File: src/rtl/fifo_stream_reader_if.sv
// FIFO drain-side and output stream signals of fifo_stream_reader.
// master = the reader; slave = the FIFO plus the downstream consumer.
// Optional FIFO_RD_PARITY_EN adds m_par next to m_data.
interface fifo_stream_reader_if #(
  parameter int DATA_W = 8
);
  logic              fifo_empty;
  logic              fifo_pop;
  logic [DATA_W-1:0] fifo_data;
  logic              m_valid;
  logic              m_ready;
  logic [DATA_W-1:0] m_data;
  logic              m_last;
`ifdef FIFO_RD_PARITY_EN
  logic              m_par;
`endif

  modport master (
    output fifo_pop, m_valid, m_data, m_last,
`ifdef FIFO_RD_PARITY_EN
    output m_par,
`endif
    input  fifo_empty, fifo_data, m_ready
  );

  modport slave (
    input  fifo_pop, m_valid, m_data, m_last,
`ifdef FIFO_RD_PARITY_EN
    input  m_par,
`endif
    output fifo_empty, fifo_data, m_ready
  );
endinterface

File: src/rtl/fifo_stream_reader.sv
// Drains a registered-read push/pop FIFO into a valid/ready stream framed in
// BURST_LEN-word bursts. A 2-entry holding buffer (output + skid register) and
// a credit check on pops guarantee the block never pops more than it can hold.
// Optional FIFO_RD_PARITY_EN: m_par = XOR of m_data, stored per buffer entry.
module fifo_stream_reader #(
  parameter int DATA_W    = 8,
  parameter int BURST_LEN = 4,
  parameter int CNT_W     = 16
) (
  input  logic                 clk,
  input  logic                 rst,
  input  logic                 enable,
  fifo_stream_reader_if.master bus,
  output logic                 busy,
  output logic [CNT_W-1:0]     frames_done
);
  localparam int BW = (BURST_LEN > 1) ? $clog2(BURST_LEN) : 1;
  localparam logic [BW-1:0] LAST_IDX = BW'(BURST_LEN - 1);

  typedef enum logic [1:0] {IDLE, RUN, FINISH} state_t;

  typedef struct packed {
    logic [DATA_W-1:0] data;
`ifdef FIFO_RD_PARITY_EN
    logic              par;
`endif
  } entry_t;

  state_t        state_q, state_d;
  logic          pop_allowed;
  logic [1:0]    occ_q;
  logic          inflight_q;
  logic [BW-1:0] issue_cnt, beat_cnt;
  entry_t        out_q, skid_q, cap;
  logic          accept, pop;
  logic [1:0]    level;

  assign accept = bus.m_valid && bus.m_ready;
  // Words committed after this cycle: buffered + in flight - leaving now.
  assign level  = occ_q + 2'(inflight_q) - 2'(accept);
  assign pop    = pop_allowed && !bus.fifo_empty && (level < 2'd2);

  assign bus.fifo_pop = pop;
  assign bus.m_valid  = (occ_q != 2'd0);
  assign bus.m_data   = out_q.data;
  assign bus.m_last   = bus.m_valid && (beat_cnt == LAST_IDX);
`ifdef FIFO_RD_PARITY_EN
  assign bus.m_par    = out_q.par;
`endif
  assign busy = (state_q != IDLE);

  // Shape the captured FIFO word into a buffer entry.
  always_comb begin
    cap      = '0;
    cap.data = bus.fifo_data;
`ifdef FIFO_RD_PARITY_EN
    cap.par  = ^bus.fifo_data;
`endif
  end

  // State register.
  always_ff @(posedge clk or negedge rst) begin
    if (!rst) state_q <= IDLE;
    else      state_q <= state_d;
  end

  // Next state and pop permission; FINISH only pops to close the open frame.
  always_comb begin
    state_d     = state_q;
    pop_allowed = 1'b0;
    case (state_q)
      IDLE: if (enable) state_d = RUN;
      RUN: begin
        pop_allowed = 1'b1;
        if (!enable) state_d = FINISH;
      end
      FINISH: begin
        pop_allowed = (issue_cnt != '0);
        if (issue_cnt == '0 && !inflight_q && occ_q == 2'd0) state_d = IDLE;
      end
      default: state_d = IDLE;
    endcase
  end

  // Holding buffer: captures land in the output register when it frees up
  // this cycle, otherwise in the skid register; skid refills output on accept.
  always_ff @(posedge clk or negedge rst) begin
    if (!rst) begin
      out_q      <= '0;
      skid_q     <= '0;
      occ_q      <= 2'd0;
      inflight_q <= 1'b0;
    end else begin
      inflight_q <= pop;
      occ_q      <= occ_q + 2'(inflight_q) - 2'(accept);
      if (accept && occ_q == 2'd2)
        out_q <= skid_q;
      else if (inflight_q && (occ_q == 2'd0 || accept))
        out_q <= cap;
      if (inflight_q && occ_q != 2'd0 && !accept)
        skid_q <= cap;
    end
  end

  // Frame position of pops and accepted beats, plus completed-frame count.
  always_ff @(posedge clk or negedge rst) begin
    if (!rst) begin
      issue_cnt   <= '0;
      beat_cnt    <= '0;
      frames_done <= '0;
    end else begin
      if (pop)
        issue_cnt <= (issue_cnt == LAST_IDX) ? '0 : issue_cnt + 1'b1;
      if (accept) begin
        beat_cnt <= (beat_cnt == LAST_IDX) ? '0 : beat_cnt + 1'b1;
        if (bus.m_last) frames_done <= frames_done + 1'b1;
      end
    end
  end
endmodule

File: src/flat_wrapper.sv
// flat-port wrapper written by rule: the top's interface ports become plain ports
module fifo_stream_reader_flat 
#(
  parameter int DATA_W    = 8,
  parameter int BURST_LEN = 4,
  parameter int CNT_W     = 16
)
  (clk, rst, enable, busy, frames_done, bus_fifo_pop, bus_m_valid, bus_m_data, bus_m_last, bus_fifo_empty, bus_fifo_data, bus_m_ready);
  fifo_stream_reader_if #(.DATA_W(DATA_W)) bus_i ();
  input  logic clk;
  input  logic rst;
  input  logic enable;
  output logic busy;
  output logic [CNT_W-1:0] frames_done;
  output wire logic [$bits(bus_i.fifo_pop)-1:0] bus_fifo_pop;
  output wire logic [$bits(bus_i.m_valid)-1:0] bus_m_valid;
  output wire logic [$bits(bus_i.m_data)-1:0] bus_m_data;
  output wire logic [$bits(bus_i.m_last)-1:0] bus_m_last;
  input wire logic [$bits(bus_i.fifo_empty)-1:0] bus_fifo_empty;
  input wire logic [$bits(bus_i.fifo_data)-1:0] bus_fifo_data;
  input wire logic [$bits(bus_i.m_ready)-1:0] bus_m_ready;
  assign bus_fifo_pop = bus_i.fifo_pop;
  assign bus_m_valid = bus_i.m_valid;
  assign bus_m_data = bus_i.m_data;
  assign bus_m_last = bus_i.m_last;
  assign bus_i.fifo_empty = bus_fifo_empty;
  assign bus_i.fifo_data = bus_fifo_data;
  assign bus_i.m_ready = bus_m_ready;
  fifo_stream_reader #(.DATA_W(DATA_W), .BURST_LEN(BURST_LEN), .CNT_W(CNT_W)) u_core (.clk(clk), .rst(rst), .enable(enable), .bus(bus_i), .busy(busy), .frames_done(frames_done));
endmodule
File: config.mk
export PLATFORM = sky130hd
export DESIGN_NAME = fifo_stream_reader_flat
export DESIGN_NICKNAME = d
export VERILOG_FILES = /design/src/rtl/fifo_stream_reader_if.sv /design/src/rtl/fifo_stream_reader.sv /design/src/flat_wrapper.sv
export SDC_FILE = /design/constraint.sdc
export NUM_CORES = 1
export LEC_CHECK = 0
export CAP_MARGIN = 20
export CELL_PAD_IN_SITES_DETAIL_PLACEMENT = 1
export CELL_PAD_IN_SITES_GLOBAL_PLACEMENT = 1
export CORE_UTILIZATION = 35
export CTS_CLUSTER_DIAMETER = 100
export CTS_CLUSTER_SIZE = 16
export DETAILED_ROUTE_END_ITERATION = 8
export PLACE_DENSITY_LB_ADDON = 0.1
export SLEW_MARGIN = 10
export SYNTH_ARGS = -nofsm -noshare
export SYNTH_HDL_FRONTEND = slang
export SYNTH_SLANG_ARGS = --single-unit
File: constraint.sdc
create_clock -name clk -period 2.3 [get_ports clk]
set_clock_uncertainty 0.1 [all_clocks]
set_input_delay 0.46 -clock clk [delete_from_list [all_inputs] [get_ports clk]]
set_output_delay 0.46 -clock clk [all_outputs]
set_load 0.05 [all_outputs]
### Yosys cells after proc, flatten, opt, wreduce, memory -nomap -nowiden

Cells that the tools add are included.

* register bits: 41
* bits of input ports: 13
* logic and storage cells: 54

* add/sub/neg operators: 5
* magnitude comparators: 1
* equality and inequality tests: 8
* muxes and demuxes: 9
* reductions and logical operators: 23

Operators with widths (count)
* adder 16 x 1 -> 16 bit (second input constant): 1
* two-way mux 8 bit: 2
* logical AND 1 bit: 10
* two-way mux 2 bit: 5
* equality test 2 bit (second input constant): 4
* nonzero test 2 bit: 4
* logical NOT 2 bit: 3
* case mux 2 bit (3 select lines): 1
* adder 2 x 1 -> 2 bit (second input constant): 2
* != test 2 bit (second input constant): 2
* logical NOT 1 bit: 3
* AND reduction 3 bit: 1
* adder 2 x 1 -> 2 bit: 1
* equality test 2 x 1 -> 1 bit (second input constant): 1
* less-than comparator 2 bit (second input constant): 1
* != test 2 x 1 -> 1 bit (second input constant): 1
* case mux 1 bit (2 select lines): 1
* AND reduction 2 bit: 1
* subtractor 2 x 1 -> 2 bit: 1
* logical OR 1 bit: 1

### Longest topological paths before layout

* depth in word-level cells: 6
* gate-level depth with buffers: 8

### Worst setup path after synthesis

Ideal clock, no wire load.

* path kind: input-to-reg
* start: input port bus_m_ready
* end: register u_core.issue_cnt[1]
* data arrival time: 2.529 ns
* data required time: 2.075 ns
* path slack: -0.454 ns
* stages: 8
* cells stage by stage: buf_2 -> nand3_1 -> buf_2 -> o21ai_0 -> ha_1 -> a21boi_1 -> nor4b_4 -> mux2_2

* longest elaborated chain between the ends: 4

Ends and longest elaborated chain
* start, declared: line flat_wrapper.sv:21 `input wire logic [$bits(bus_i.m_ready)-1:0] bus_m_ready;`
* logical AND 1 bit: line fifo_stream_reader.sv:38 `assign accept = bus.m_valid && bus.m_ready;`
* subtractor 2 x 1 -> 2 bit: line fifo_stream_reader.sv:40 `assign level = occ_q + 2'(inflight_q) - 2'(accept);`
* less-than comparator 2 bit: line fifo_stream_reader.sv:41 `assign pop = pop_allowed && !bus.fifo_empty && (level < 2'd2);`
* logical AND 1 bit: line fifo_stream_reader.sv:41
* named net bus_fifo_pop: line flat_wrapper.sv:15 `output wire logic [$bits(bus_i.fifo_pop)-1:0] bus_fifo_pop;`
* end signal, assigned: line fifo_stream_reader.sv:113 `issue_cnt <= (issue_cnt == LAST_IDX) ? '0 : issue_cnt + 1'b1;`
* end, declared: line fifo_stream_reader.sv:33 `logic [BW-1:0] issue_cnt, beat_cnt;`

The timed path passes the listed nets, and every way through them passes these cells.
A chain may end at the register's enable or synchronous reset.

### Final worst setup path

* start: input port bus_m_ready
* end: output port bus_fifo_pop

* longest elaborated chain between the ends: 4

Ends and longest elaborated chain (line)
* logical AND 1 bit: fifo_stream_reader.sv:38
* subtractor 2 x 1 -> 2 bit: fifo_stream_reader.sv:40
* less-than comparator 2 bit: fifo_stream_reader.sv:41
* logical AND 1 bit: fifo_stream_reader.sv:41
* end, declared: flat_wrapper.sv:15

Every way passes these cells.

==> reports/qor.yml <==
fmax_mhz: 438
cts_hold_buf: 0
antenna_left: 0
rr_startpoint: "u_core.occ_q[1]"
final_cells: 287
dr.pass1.iters: 4
setup_viol: 0
grt_pass1_vias: 1588
crit_path_top_delay_cell: "nor4b_4"
power_density_mw_per_mm2: 1140
yosys_register_bits: 41
grtUsageTotal_pct: 17.1
yosysUniqueCellTypes: 27
arrival_ns: 1.72
multi_input_area_um2: 872
wl_per_cell_um: 15.2
ctsRootBufferMaster: "clkbuf_8"
coreArea_mm2: 0.00520
place_hpwl_mm: 3.18
start_util_pct: 37.0
fin_crit_sh_pct: 99.2
drc_errors: 0
die_y_um: 76.2
period_needed_ns: 2.28
area.sequential_mm2: 0.00103
reg2regPathDepth: 6
end_kind: "primary output"
finalNetCount: 239
timing.slew.headroom_pct: 57.0
status: "finished clean"
finalHoldViolCount: 0
cp_slowest_stage_delay_ns: 0.35
die_w_um: 76.2
io_buffers: 40
critical_path_class: "input port to primary output"
cts_buffers: 5
slew_viol_final: 0
startpoint: "bus_m_ready"
insertion_delay_ns: 0.29
tritoncts: "built"
cp.required_ns: 1.74
totalWireLength_mm: 4.38
cts_max_path_buffers: 2
dieArea_mm2: 0.00580
syn_area_mm2: 0.00192
placedCellCount: 275
crit_chain: "clkdlybuf4s15_1, nand3_2, o21ai_2, ha_2, a21boi_4, nor4b_4, buf_12"
synth_cells: 159
num_vias: 1400
antenna_found_initial: 0
syn-num-nets: 182
clk_pin_slew_ns: 0.08
hold_class: "input port to async pin"
grt_setup_unrepaired: "yes"
viasPerCell: 4.88
total_power_uw: 3030
start_kind: "input port"
fillCellCount: 574
fin_util_pct: 50.9
drive_above_1_share_pct: 22.1
drv_cap: 0
peakVddDrop_uv: 470
rows: 26
power.leakage_uw: 0.00125
clock-sinks: 41
postSynthAreaPerCell_um2: 12.1
yosys_warnings: 0
cp_max_fo: 3
grt_pass1_wl_mm: 7.75
ioPinCount: 41
worst_pin_slew_ns: 0.645
area_growth_pct: 37.6
gp_congestion: 0.740
synth-seq-area-share_pct: 53.3
n_antenna_cell: 0
grt_max_degree: 29
gr-total-overflow: 0
h-tree-depth: 2
first_iter_violations: 38
[per-layer routing]
metal / wire (um) / share of wire, % / vias to the layer above / global-route usage (%)
met2: 2330 / 53 / 34 / 30.7
li1: - / - / 664 / -
met5: 0 / 0 / - / 0
met3: 176 / 4.0 / 2 / 3.59
met1: 1850 / 42 / 700 / 19.9
met4: 24 / 0.55 / 0 / 6.35
[kinds of logic after synthesis]
logic type / after synthesis / synth area share (%)
multiplexers: 24 / 13.5
AND/OR/NAND/NOR: 43 / 12.9
AO/OA/AOI/OAI: 14 / 4.29
adder cells (fa/ha/maj): 10 / 6.50
flip-flops: 41 / 53.3
XOR/XNOR: 15 / 6.83
buffers and inverters: 12 / 2.73
[area by class of cell]
cell class                      instances  share of cell area, %
Multi-Input combinational cell        106                   32.9
Timing Repair Buffer                   54                   19.5
Clock buffer                            7                   3.26
Sequential cell                        41                   38.8
Clock inverter                          1                   1.13
Inverter                                8                   1.13
Tap cell                               70                   3.31
[through the flow]
| stage | cell area (um^2) | TNS (ns) | setup WS, ns | hold slack [ns] |
|---|---|---|---|---|
| 3_5_place_dp | 2500 | -0.668 | -0.240 | 0.376 |
| 5_1_grt | 2650 | -0.0699 | -0.0699 | 0.134 |
| 6_report | 2650 | 0 | 0.0183 | 0.0891 |
| 3_3_place_gp | 2500 | -0.547 | -0.207 | 0.363 |
| 2_1_floorplan | 1970 | -0.523 | -0.199 | 0.0644 |
| 4_1_cts | 2640 | 0 | 0.00525 | 0.108 |
[registers in the layout, summed over array words and instances, names as in the netlist]
signal / cells
u_core.beat_cnt: 2
u_core.bus.m_data: 8
u_core.frames_done: 16
u_core.inflight_q: 1
u_core.issue_cnt: 2
u_core.occ_q: 2
u_core.skid_q: 8
u_core.state_q: 2
[report_power, final]
| part | switching (uW) | total, uW | internal, uW |
|---|---|---|---|
| combinational | 782 | 1330 | 548 |
| sequential | 154 | 1100 | 947 |
| clock | 244 | 598 | 354 |
[synth_stat cells]
cell type,count,area share (%)
a21boi_1,1,0.39
a21oi_1,9,2.3
a221oi_1,1,0.46
and3_1,3,0.98
and4_1,3,1.4
buf_2,3,0.78
buf_4,1,0.39
dfrtp_1,41,53
ha_1,10,6.5
inv_1,8,1.6
mux2_1,1,0.59
mux2_2,14,8.2
mux2i_1,9,4.7
nand2_1,6,1.2
nand2b_1,3,0.98
nand3_1,8,2.1
nand3b_1,2,0.78
nand4_1,3,0.98
nor2_1,12,2.3
nor2b_1,1,0.33
nor3b_2,1,0.65
nor4b_4,1,1.2
o2111a_1,1,0.59
o21ai_0,1,0.26
o21ai_1,1,0.26
xnor2_1,14,6.4
xor2_1,1,0.46
[worst max-delay path: cells and delay by family]
kind | cells | cell delay [ns]
AND/OR/NAND/NOR | 2 | 0.47
adder cells (fa/ha/maj) | 1 | 0.17
AO/OA/AOI/OAI | 2 | 0.20
buffers and inverters | 2 | 0.41
[cells in the final DEF (no fill, tap or decap), types with 2 or more instances in the layout]
cell type | Yosys | routed
a21oi_1 | 9 | 9
buf_4 | 1 | 16
nand2b_1 | 3 | 3
mux2_2 | 14 | 13
clkdlybuf4s50_1 | 0 | 34
buf_12 | 0 | 2
and3_1 | 3 | 3
ha_1 | 10 | 9
mux2i_1 | 9 | 9
nor2_1 | 12 | 12
xnor2_1 | 14 | 14
nand2_1 | 6 | 6
nand3b_1 | 2 | 2
inv_1 | 8 | 7
dfrtp_1 | 41 | 40
clkbuf_8 | 0 | 6
nand4_1 | 3 | 3
and4_1 | 3 | 3
nand3_1 | 8 | 7
[path summary, 6_finish.rpt]
check                                         endpoint  slack, ns
min in group clk                u_core.frames_done[15]       0.38
max in group asynchronous              u_core.occ_q[1]       1.44
worst max-delay path                      bus_fifo_pop       0.02
worst max register to register       u_core.state_q[0]       0.18
worst min-delay path                  u_core.skid_q[0]       0.09
worst min register to register  u_core.frames_done[15]       0.38
[repair_timing]
action	in CTS	in global routing
gates resized for setup	4	0
setup endpoints to repair	1	1
endpoints found under the hold margin	0	0
buffers inserted	3	1
pin swaps	1	1
No activity file was read; power rests on OpenSTA's default activity.
